`config.mk`:
```
export PLATFORM = sky130hd
export DESIGN_NAME = uart_wb_ctrl_flat
export DESIGN_NICKNAME = d
export VERILOG_FILES = /design/src/rtl/uart_wb_ctrl_if.sv /design/src/rtl/uart_wb_ctrl.sv /design/src/flat_wrapper.sv
export SDC_FILE = /design/constraint.sdc
export NUM_CORES = 1
export LEC_CHECK = 0
export ABC_AREA = 1
export BUFFER_PORTS_ARGS = -buffer_cell sky130_fd_sc_hd__buf_2
export CORE_UTILIZATION = 25
export CTS_BUF_LIST = sky130_fd_sc_hd__clkbuf_4 sky130_fd_sc_hd__clkbuf_8
export DETAILED_ROUTE_END_ITERATION = 10
export GPL_TIMING_DRIVEN = 1
export PLACE_DENSITY_LB_ADDON = 0.2
export SLEW_MARGIN = 20
export SYNTH_ARGS = -nofsm -noshare
export SYNTH_HDL_FRONTEND = slang
export SYNTH_SLANG_ARGS = --single-unit
```
`constraint.sdc`:
```
create_clock -name wb_clk_i -period 1.3 [get_ports wb_clk_i]
set_clock_uncertainty 0.05 [all_clocks]
set_input_delay 0.195 -clock wb_clk_i [delete_from_list [all_inputs] [get_ports wb_clk_i]]
set_output_delay 0.195 -clock wb_clk_i [all_outputs]
set_load 0.03 [all_outputs]
```
`src/rtl/uart_wb_ctrl_if.sv`:
```
`default_nettype none
`timescale 1ns/1ps
// ============================================================================
// Module  : uart_wb_ctrl_if
// Brief   : 8-bit Wishbone register port between uart_wb_ctrl and a 16550 core
// Revision: 1.0 - initial release
// ============================================================================
interface uart_wb_ctrl_if;
  logic [2:0] wb_adr_o;
  logic [7:0] wb_dat_o;
  logic [7:0] wb_dat_i;
  logic       wb_we_o;
  logic       wb_stb_o;
  logic       wb_cyc_o;
  logic [3:0] wb_sel_o;
  logic       wb_ack_i;

  modport master (
    output wb_adr_o, wb_dat_o, wb_we_o, wb_stb_o, wb_cyc_o, wb_sel_o,
    input  wb_dat_i, wb_ack_i
  );

  modport slave (
    input  wb_adr_o, wb_dat_o, wb_we_o, wb_stb_o, wb_cyc_o, wb_sel_o,
    output wb_dat_i, wb_ack_i
  );
endinterface
`default_nettype wire

```
`src/rtl/uart_wb_ctrl.sv`:
```
`default_nettype none
`timescale 1ns/1ps
// ============================================================================
// Module  : uart_wb_ctrl
// Brief   : Wishbone master that configures a 16550 UART, then polls LSR and
//           moves bytes between TX/RX streams and THR/RBR.
//           Optional ack timeout: define UART_CTRL_TIMEOUT_EN.
// Revision: 1.0 - initial release
// ============================================================================
module uart_wb_ctrl #(
  parameter logic [15:0] DIVISOR        = 16'd27,
  parameter logic [7:0]  LCR_CFG        = 8'h03,
  parameter logic [7:0]  FCR_CFG        = 8'hC7,
  parameter logic [7:0]  IER_CFG        = 8'h00,
  parameter int          POLL_GAP       = 4,
  parameter int          TIMEOUT_CYCLES = 256
) (
  input  wire logic       wb_clk_i,
  input  wire logic       wb_rst_i,
  input  wire logic       start,
  output logic            busy,
  output logic            init_done,
  uart_wb_ctrl_if.master  wb,
  input  wire logic [7:0] tx_data,
  input  wire logic       tx_valid,
  output logic            tx_ready,
  output logic [7:0]      rx_data,
  output logic            rx_valid,
  input  wire logic       rx_ready,
  output logic [3:0]      lsr_err,
  output logic            wb_err
);

  typedef enum logic [2:0] {
    ST_IDLE     = 3'd0,
    ST_INIT     = 3'd1,
    ST_GAP_WAIT = 3'd2,
    ST_RD_LSR   = 3'd3,
    ST_RD_RBR   = 3'd4,
    ST_WR_THR   = 3'd5
  } state_t;

  localparam int             GW         = (POLL_GAP > 1) ? $clog2(POLL_GAP) : 1;
  localparam logic [GW-1:0]  c_GAP_LAST = GW'((POLL_GAP > 0) ? POLL_GAP - 1 : 0);
  localparam logic [GW-1:0]  c_GAP_ONE  = GW'(1);
  // With no gap configured the FSM re-polls LSR immediately after any access.
  localparam state_t         c_AFTER    = (POLL_GAP == 0) ? ST_RD_LSR : ST_GAP_WAIT;

  state_t        r_state;
  logic [2:0]    r_step;
  logic [GW-1:0] r_gap;
  logic          r_cyc;
  logic          r_we;
  logic [2:0]    r_adr;
  logic [7:0]    r_dat;
  logic          r_busy;
  logic          r_init_done;
  logic          r_tx_ready;
  logic [7:0]    r_rx_data;
  logic          r_rx_valid;
  logic [3:0]    r_lsr_err;

  logic [2:0]    w_init_adr;
  logic [7:0]    w_init_dat;
  logic          w_timeout;
  logic          w_ack;
  logic          w_done;

  always_comb begin
    w_init_adr = 3'd0;
    w_init_dat = 8'h00;
    case (r_step)
      3'd0: begin w_init_adr = 3'd3; w_init_dat = LCR_CFG | 8'h80; end
      3'd1: begin w_init_adr = 3'd0; w_init_dat = DIVISOR[7:0];    end
      3'd2: begin w_init_adr = 3'd1; w_init_dat = DIVISOR[15:8];   end
      3'd3: begin w_init_adr = 3'd3; w_init_dat = LCR_CFG & 8'h7F; end
      3'd4: begin w_init_adr = 3'd2; w_init_dat = FCR_CFG;         end
      3'd5: begin w_init_adr = 3'd1; w_init_dat = IER_CFG;         end
      default: ;
    endcase
  end

`ifdef UART_CTRL_TIMEOUT_EN
  localparam int            TW         = $clog2(TIMEOUT_CYCLES + 1);
  localparam logic [TW-1:0] c_TO_LAST  = TW'(TIMEOUT_CYCLES - 1);
  localparam logic [TW-1:0] c_TO_ONE   = TW'(1);

  logic [TW-1:0] r_to_cnt;
  logic          r_wb_err;

  assign w_timeout = r_cyc && !wb.wb_ack_i && (r_to_cnt == c_TO_LAST);

  always_ff @(posedge wb_clk_i) begin
    if (wb_rst_i) begin
      r_to_cnt <= '0;
      r_wb_err <= 1'b0;
    end else begin
      if (!r_cyc || wb.wb_ack_i || w_timeout)
        r_to_cnt <= '0;
      else
        r_to_cnt <= r_to_cnt + c_TO_ONE;
      if (w_timeout)
        r_wb_err <= 1'b1;
    end
  end

  assign wb_err = r_wb_err;
`else
  logic w_unused_timeout;
  assign w_unused_timeout = (TIMEOUT_CYCLES == 0);
  assign w_timeout        = 1'b0;
  assign wb_err           = 1'b0;
`endif

  assign w_ack  = r_cyc && wb.wb_ack_i;
  assign w_done = r_cyc && (wb.wb_ack_i || w_timeout);

  always_ff @(posedge wb_clk_i) begin
    if (wb_rst_i) begin
      r_state     <= ST_IDLE;
      r_step      <= 3'd0;
      r_gap       <= '0;
      r_cyc       <= 1'b0;
      r_we        <= 1'b0;
      r_adr       <= 3'd0;
      r_dat       <= 8'h00;
      r_busy      <= 1'b0;
      r_init_done <= 1'b0;
      r_tx_ready  <= 1'b0;
      r_rx_data   <= 8'h00;
      r_rx_valid  <= 1'b0;
      r_lsr_err   <= 4'h0;
    end else begin
      r_tx_ready <= 1'b0;
      // A completing RBR read below overrides this clear on the same edge.
      if (r_rx_valid && rx_ready)
        r_rx_valid <= 1'b0;

      case (r_state)
        ST_IDLE: begin
          if (start) begin
            r_state <= ST_INIT;
            r_step  <= 3'd0;
            r_busy  <= 1'b1;
          end
        end

        ST_INIT: begin
          if (!r_cyc) begin
            r_cyc <= 1'b1;
            r_we  <= 1'b1;
            r_adr <= w_init_adr;
            r_dat <= w_init_dat;
          end else if (w_done) begin
            r_cyc <= 1'b0;
            r_we  <= 1'b0;
            if (r_step == 3'd5) begin
              r_init_done <= 1'b1;
              r_state     <= ST_RD_LSR;
            end else begin
              r_step <= r_step + 3'd1;
            end
          end
        end

        ST_GAP_WAIT: begin
          if (r_gap == c_GAP_LAST) begin
            r_gap   <= '0;
            r_state <= ST_RD_LSR;
          end else begin
            r_gap <= r_gap + c_GAP_ONE;
          end
        end

        ST_RD_LSR: begin
          if (!r_cyc) begin
            r_cyc <= 1'b1;
            r_we  <= 1'b0;
            r_adr <= 3'd5;
            r_dat <= 8'h00;
          end else if (w_done) begin
            r_cyc   <= 1'b0;
            r_state <= c_AFTER;
            if (w_ack) begin
              r_lsr_err <= r_lsr_err | wb.wb_dat_i[4:1];
              if (wb.wb_dat_i[0] && !r_rx_valid)
                r_state <= ST_RD_RBR;
              else if (wb.wb_dat_i[5] && tx_valid)
                r_state <= ST_WR_THR;
            end
          end
        end

        ST_RD_RBR: begin
          if (!r_cyc) begin
            r_cyc <= 1'b1;
            r_we  <= 1'b0;
            r_adr <= 3'd0;
            r_dat <= 8'h00;
          end else if (w_done) begin
            r_cyc   <= 1'b0;
            r_state <= c_AFTER;
            if (w_ack) begin
              r_rx_data  <= wb.wb_dat_i;
              r_rx_valid <= 1'b1;
            end
          end
        end

        ST_WR_THR: begin
          if (!r_cyc) begin
            r_cyc <= 1'b1;
            r_we  <= 1'b1;
            r_adr <= 3'd0;
            r_dat <= tx_data;
          end else if (w_done) begin
            r_cyc      <= 1'b0;
            r_we       <= 1'b0;
            r_state    <= c_AFTER;
            r_tx_ready <= w_ack;
          end
        end

        default: r_state <= ST_IDLE;
      endcase
    end
  end

  assign wb.wb_adr_o = r_adr;
  assign wb.wb_dat_o = r_dat;
  assign wb.wb_we_o  = r_we;
  assign wb.wb_cyc_o = r_cyc;
  assign wb.wb_stb_o = r_cyc;
  assign wb.wb_sel_o = 4'b1111;

  assign busy      = r_busy;
  assign init_done = r_init_done;
  assign tx_ready  = r_tx_ready;
  assign rx_data   = r_rx_data;
  assign rx_valid  = r_rx_valid;
  assign lsr_err   = r_lsr_err;

endmodule
`default_nettype wire

```
`src/flat_wrapper.sv`:
```
// flat-port wrapper written by rule: the top's interface ports become plain ports
module uart_wb_ctrl_flat 
#(
  parameter logic [15:0] DIVISOR        = 16'd27,
  parameter logic [7:0]  LCR_CFG        = 8'h03,
  parameter logic [7:0]  FCR_CFG        = 8'hC7,
  parameter logic [7:0]  IER_CFG        = 8'h00,
  parameter int          POLL_GAP       = 4,
  parameter int          TIMEOUT_CYCLES = 256
)
  (wb_clk_i, wb_rst_i, start, busy, init_done, tx_data, tx_valid, tx_ready, rx_data, rx_valid, rx_ready, lsr_err, wb_err, wb_wb_adr_o, wb_wb_dat_o, wb_wb_we_o, wb_wb_stb_o, wb_wb_cyc_o, wb_wb_sel_o, wb_wb_dat_i, wb_wb_ack_i);
  uart_wb_ctrl_if wb_i ();
  input  wire logic wb_clk_i;
  input  wire logic wb_rst_i;
  input  wire logic start;
  output logic busy;
  output logic init_done;
  input  wire logic [7:0] tx_data;
  input  wire logic tx_valid;
  output logic tx_ready;
  output logic [7:0] rx_data;
  output logic rx_valid;
  input  wire logic rx_ready;
  output logic [3:0] lsr_err;
  output logic wb_err;
  output wire logic [$bits(wb_i.wb_adr_o)-1:0] wb_wb_adr_o;
  output wire logic [$bits(wb_i.wb_dat_o)-1:0] wb_wb_dat_o;
  output wire logic [$bits(wb_i.wb_we_o)-1:0] wb_wb_we_o;
  output wire logic [$bits(wb_i.wb_stb_o)-1:0] wb_wb_stb_o;
  output wire logic [$bits(wb_i.wb_cyc_o)-1:0] wb_wb_cyc_o;
  output wire logic [$bits(wb_i.wb_sel_o)-1:0] wb_wb_sel_o;
  input wire logic [$bits(wb_i.wb_dat_i)-1:0] wb_wb_dat_i;
  input wire logic [$bits(wb_i.wb_ack_i)-1:0] wb_wb_ack_i;
  assign wb_wb_adr_o = wb_i.wb_adr_o;
  assign wb_wb_dat_o = wb_i.wb_dat_o;
  assign wb_wb_we_o = wb_i.wb_we_o;
  assign wb_wb_stb_o = wb_i.wb_stb_o;
  assign wb_wb_cyc_o = wb_i.wb_cyc_o;
  assign wb_wb_sel_o = wb_i.wb_sel_o;
  assign wb_i.wb_dat_i = wb_wb_dat_i;
  assign wb_i.wb_ack_i = wb_wb_ack_i;
  uart_wb_ctrl #(.DIVISOR(DIVISOR), .LCR_CFG(LCR_CFG), .FCR_CFG(FCR_CFG), .IER_CFG(IER_CFG), .POLL_GAP(POLL_GAP), .TIMEOUT_CYCLES(TIMEOUT_CYCLES)) u_core (.wb_clk_i(wb_clk_i), .wb_rst_i(wb_rst_i), .start(start), .busy(busy), .init_done(init_done), .wb(wb_i), .tx_data(tx_data), .tx_valid(tx_valid), .tx_ready(tx_ready), .rx_data(rx_data), .rx_valid(rx_valid), .rx_ready(rx_ready), .lsr_err(lsr_err), .wb_err(wb_err));
endmodule
```
==> flow_summary.ini <==
[floorplan]
dieArea_um2 = 7274
coreArea_um2 = 6531
num_rows = 29
fp.dieW_um = 85.29
die_h_um = 85.29
io-pin-count = 57
start_util_pct = 26.55

[clock_tree]
cts_hold_buf = 0
clock-sinks = 37
clkTransAtPathRegs_ns = 0.08
worstSkewPairLatency_ns = 0.29
max-clock-path-buffers = 2
cts.htree.levels = 2
numCtsBuffers = 5
root_buffer = clkbuf_8
cts_tree = yes

[placement]
dpl_cell_area_um2 = 2256
dp.cells = 380
numPortBuffers = 51
gp_congestion = 0.7943
hpwl_um = 3249
dpl_worst_slack_ns = -0.1460

[route]
via_per_inst = 4.416
wl_um = 4663
drc = 0
antenna_left = 0
post_drt_wl_per_cell_um = 11.75
vias = 1753
drtIter0Drc = 60
drt-pass1-iter-count = 4

[logic_synthesis]
yosysSeqAreaShare_pct = 42.71
synthesis.area_um2 = 1734
synth_cell_types = 25
synth_area_leader_cell = dfxtp_1
synth_top_area_share_pct = 42.71
synth-edff-count = 0
synth_area_leaders = dfxtp_1 43%, a21oi_1 11%, nand2_1 8.2%, o21ai_0 7.8%, inv_1 6.5%
ys.flop_type = dfxtp_1
synthesis.instances = 235
yosysMostFrequentCell = nand2_1
yosys_register_bits = 37
synthArstFlopShare_pct = 0
synth.top_cells.by_count = 38 x nand2_1, 37 x a21oi_1, 37 x dfxtp_1, 30 x inv_1, 27 x o21ai_0
synth.avg_cell_area_um2 = 7.379
yosys_warnings = 0

[setup_path]
critPathArrivalTime_ns = 1.45
cp_max_fo = 4
path_cells = inv_6 -> ha_4 -> nand2_2 -> inv_2 -> nand2_2 -> nand2_4 -> nand4_4 -> nor2_1 -> nor2_1
crit_end = u_core.r_state[0]
critical_path.startpoint = u_core.r_step[1]
critPathBufInv = 2
cp.depth = 9
worst-setup-path-type = flop to flop
cpPeakStageDelay_ns = 0.37
crit_path_start_kind = flop
crit_slowest_cell = dfxtp_4
critPathTopFamily = simple AND/OR/NAND/NOR gates
endpoint_kind = flop
worst-r2r-cell-count = 9
r2r_start = u_core.r_step[1]
required_ns = 1.44
r2r-end = u_core.r_state[0]
rrSetupSlack_ns = -0.007

[outcome]
violations = setup timing
outcome = complete, but fails checks

[global_routing]
antenna_found_initial = 0
grt_pass1_vias = 1681
grt_overflow_total = 0
grt_max_degree = 27
grt_pass1_wl_um = 7700
grt_usage_pct = 13.42

[hold_path]
hold_class = input pin to flop
timing.hold.worst.start = tx_data[1]

[power_and_ir_drop]
p_leak_nw = 1.188
clockPowerShare_pct = 13.8
switching_share_pct = 44.58
ir_worst_vdd_mv = 1.094
p_per_area_nw_per_um2 = 2256
seq_power_share_pct = 29.8
combinationalPowerShare_pct = 56.3
netSwitchingPower_mw = 2.609
internal_power_mw = 3.244

[timing]
fin_hold_ws_ns = 0.09258
hold_violations = 0
slew_viol_final = 0
fin_ws_ns = -0.006994
fin_crit_ns = 1.307
rsz0062_at_grt = true
fmax_mhz = 765.1
setup_viol = 3
min_period_over_period_pct = 100.5

[cells_and_area]
fin_cells = 397
areaGrowthSynthToFinish_pct = 49.64
drive_gt1_share_pct = 45.00
seqCellArea_um2 = 760.7
final_area_um2 = 2595
final_nets = 348
multi_input_area_um2 = 939.7
num-fill-cells = 691
final_util_pct = 39.73
diodes = 0

[run]
maxCapViolations = 0
[kinds of logic after synthesis]
group	count (synthesis)	share of synthesized area (%)
AO/OA/AOI/OAI	70	21.21
adder cells (fa/ha/maj)	7	5.050
buffers and inverters	46	12.34
flip-flops	37	42.71
other	2	0.4331
AND/OR/NAND/NOR	73	18.25
[layout make-up]
type                            instances  area share, %
Clock buffer                            5          2.652
Clock inverter                          3         0.6750
Inverter                               33          5.448
Multi-Input combinational cell        155          36.21
Sequential cell                        37          29.32
Tap cell                               77          3.713
Timing Repair Buffer                   87          21.99
[flip-flops by register name, summed over array words and instances (netlist names), 2 cells and up]
register and cells:
u_core.r_gap 2, u_core.wb.wb_dat_o 8, u_core.r_state 3, u_core.rx_data 8, u_core.wb.wb_adr_o 3, u_core.r_step 3
u_core.lsr_err 4
[through the flow]
| step | power, mW | TNS, ns |
|---|---|---|
| 2_1_floorplan | 3.355 | -0.007277 |
| 3_3_place_gp | 4.346 | -1.227 |
| 3_5_place_dp | 4.343 | -1.342 |
| 4_1_cts | 5.481 | -0.04428 |
| 5_1_grt | 6.347 | -0.5749 |
| 6_report | 5.853 | -0.01676 |
[worst min-delay path by stage]
stage | slack, ns | end | cells past startpoint
floorplan | 0.22 | u_core.tx_ready | 1
global placement | 0.38 | u_core.rx_data[2] | 2
detailed placement | 0.38 | u_core.rx_data[0] | 2
CTS | 0.08 | u_core.wb.wb_dat_o[1] | 3
global route | 0.10 | u_core.lsr_err[3] | 3
finish | 0.09 | u_core.wb.wb_dat_o[1] | 3
[power groups by stage]
stage	registers (mW)	clock network, mW	logic, mW
2_1_floorplan	2.00	0	1.35
3_3_place_gp	1.68	0	2.66
3_5_place_dp	1.67	0	2.67
4_1_cts	1.69	0.842	2.94
6_report	1.75	0.808	3.30
5_1_grt	1.80	0.903	3.65
[worst register-to-register path, delay by kind of cell (launching register included)]
family	cells	cell delay (ns)
fa+ha+maj	1	0.13
flops	1	0.37
simple gates	6	0.51
buf+inv	2	0.16
[timing repair]
action                     in CTS  in global routing
gates cloned                    0                  0
setup endpoints to repair      28                 28
resized for setup              31                 36
buffers inserted                6                  3
pin swaps                      10                 13
[placed cells by master, fill, tap and decap left out, types with 3 or more instances in the layout]
cell,instances
buf_2,51
a21oi_1,34
buf_4,31
dfxtp_1,31
nand2_1,29
inv_1,26
o21ai_0,20
nor2_1,10
nand2_2,9
nand3_1,6
o21ai_1,6
nor2_2,5
conb_1,5
clkbuf_8,5
dfxtp_4,5
nor2_4,4
ha_1,4
inv_2,3
a21oi_2,3
o21ai_2,3
buf_12,3
[metal layers]
layer	wire, um	vias to the layer above	global-route usage [%]
met4	51	0	4.091
met5	0	-	0
met2	2184	44	22.43
met3	218	7	3.502
li1	-	921	-
met1	2208	781	16.99
Note: power is estimated with default switching activity, not from simulation.
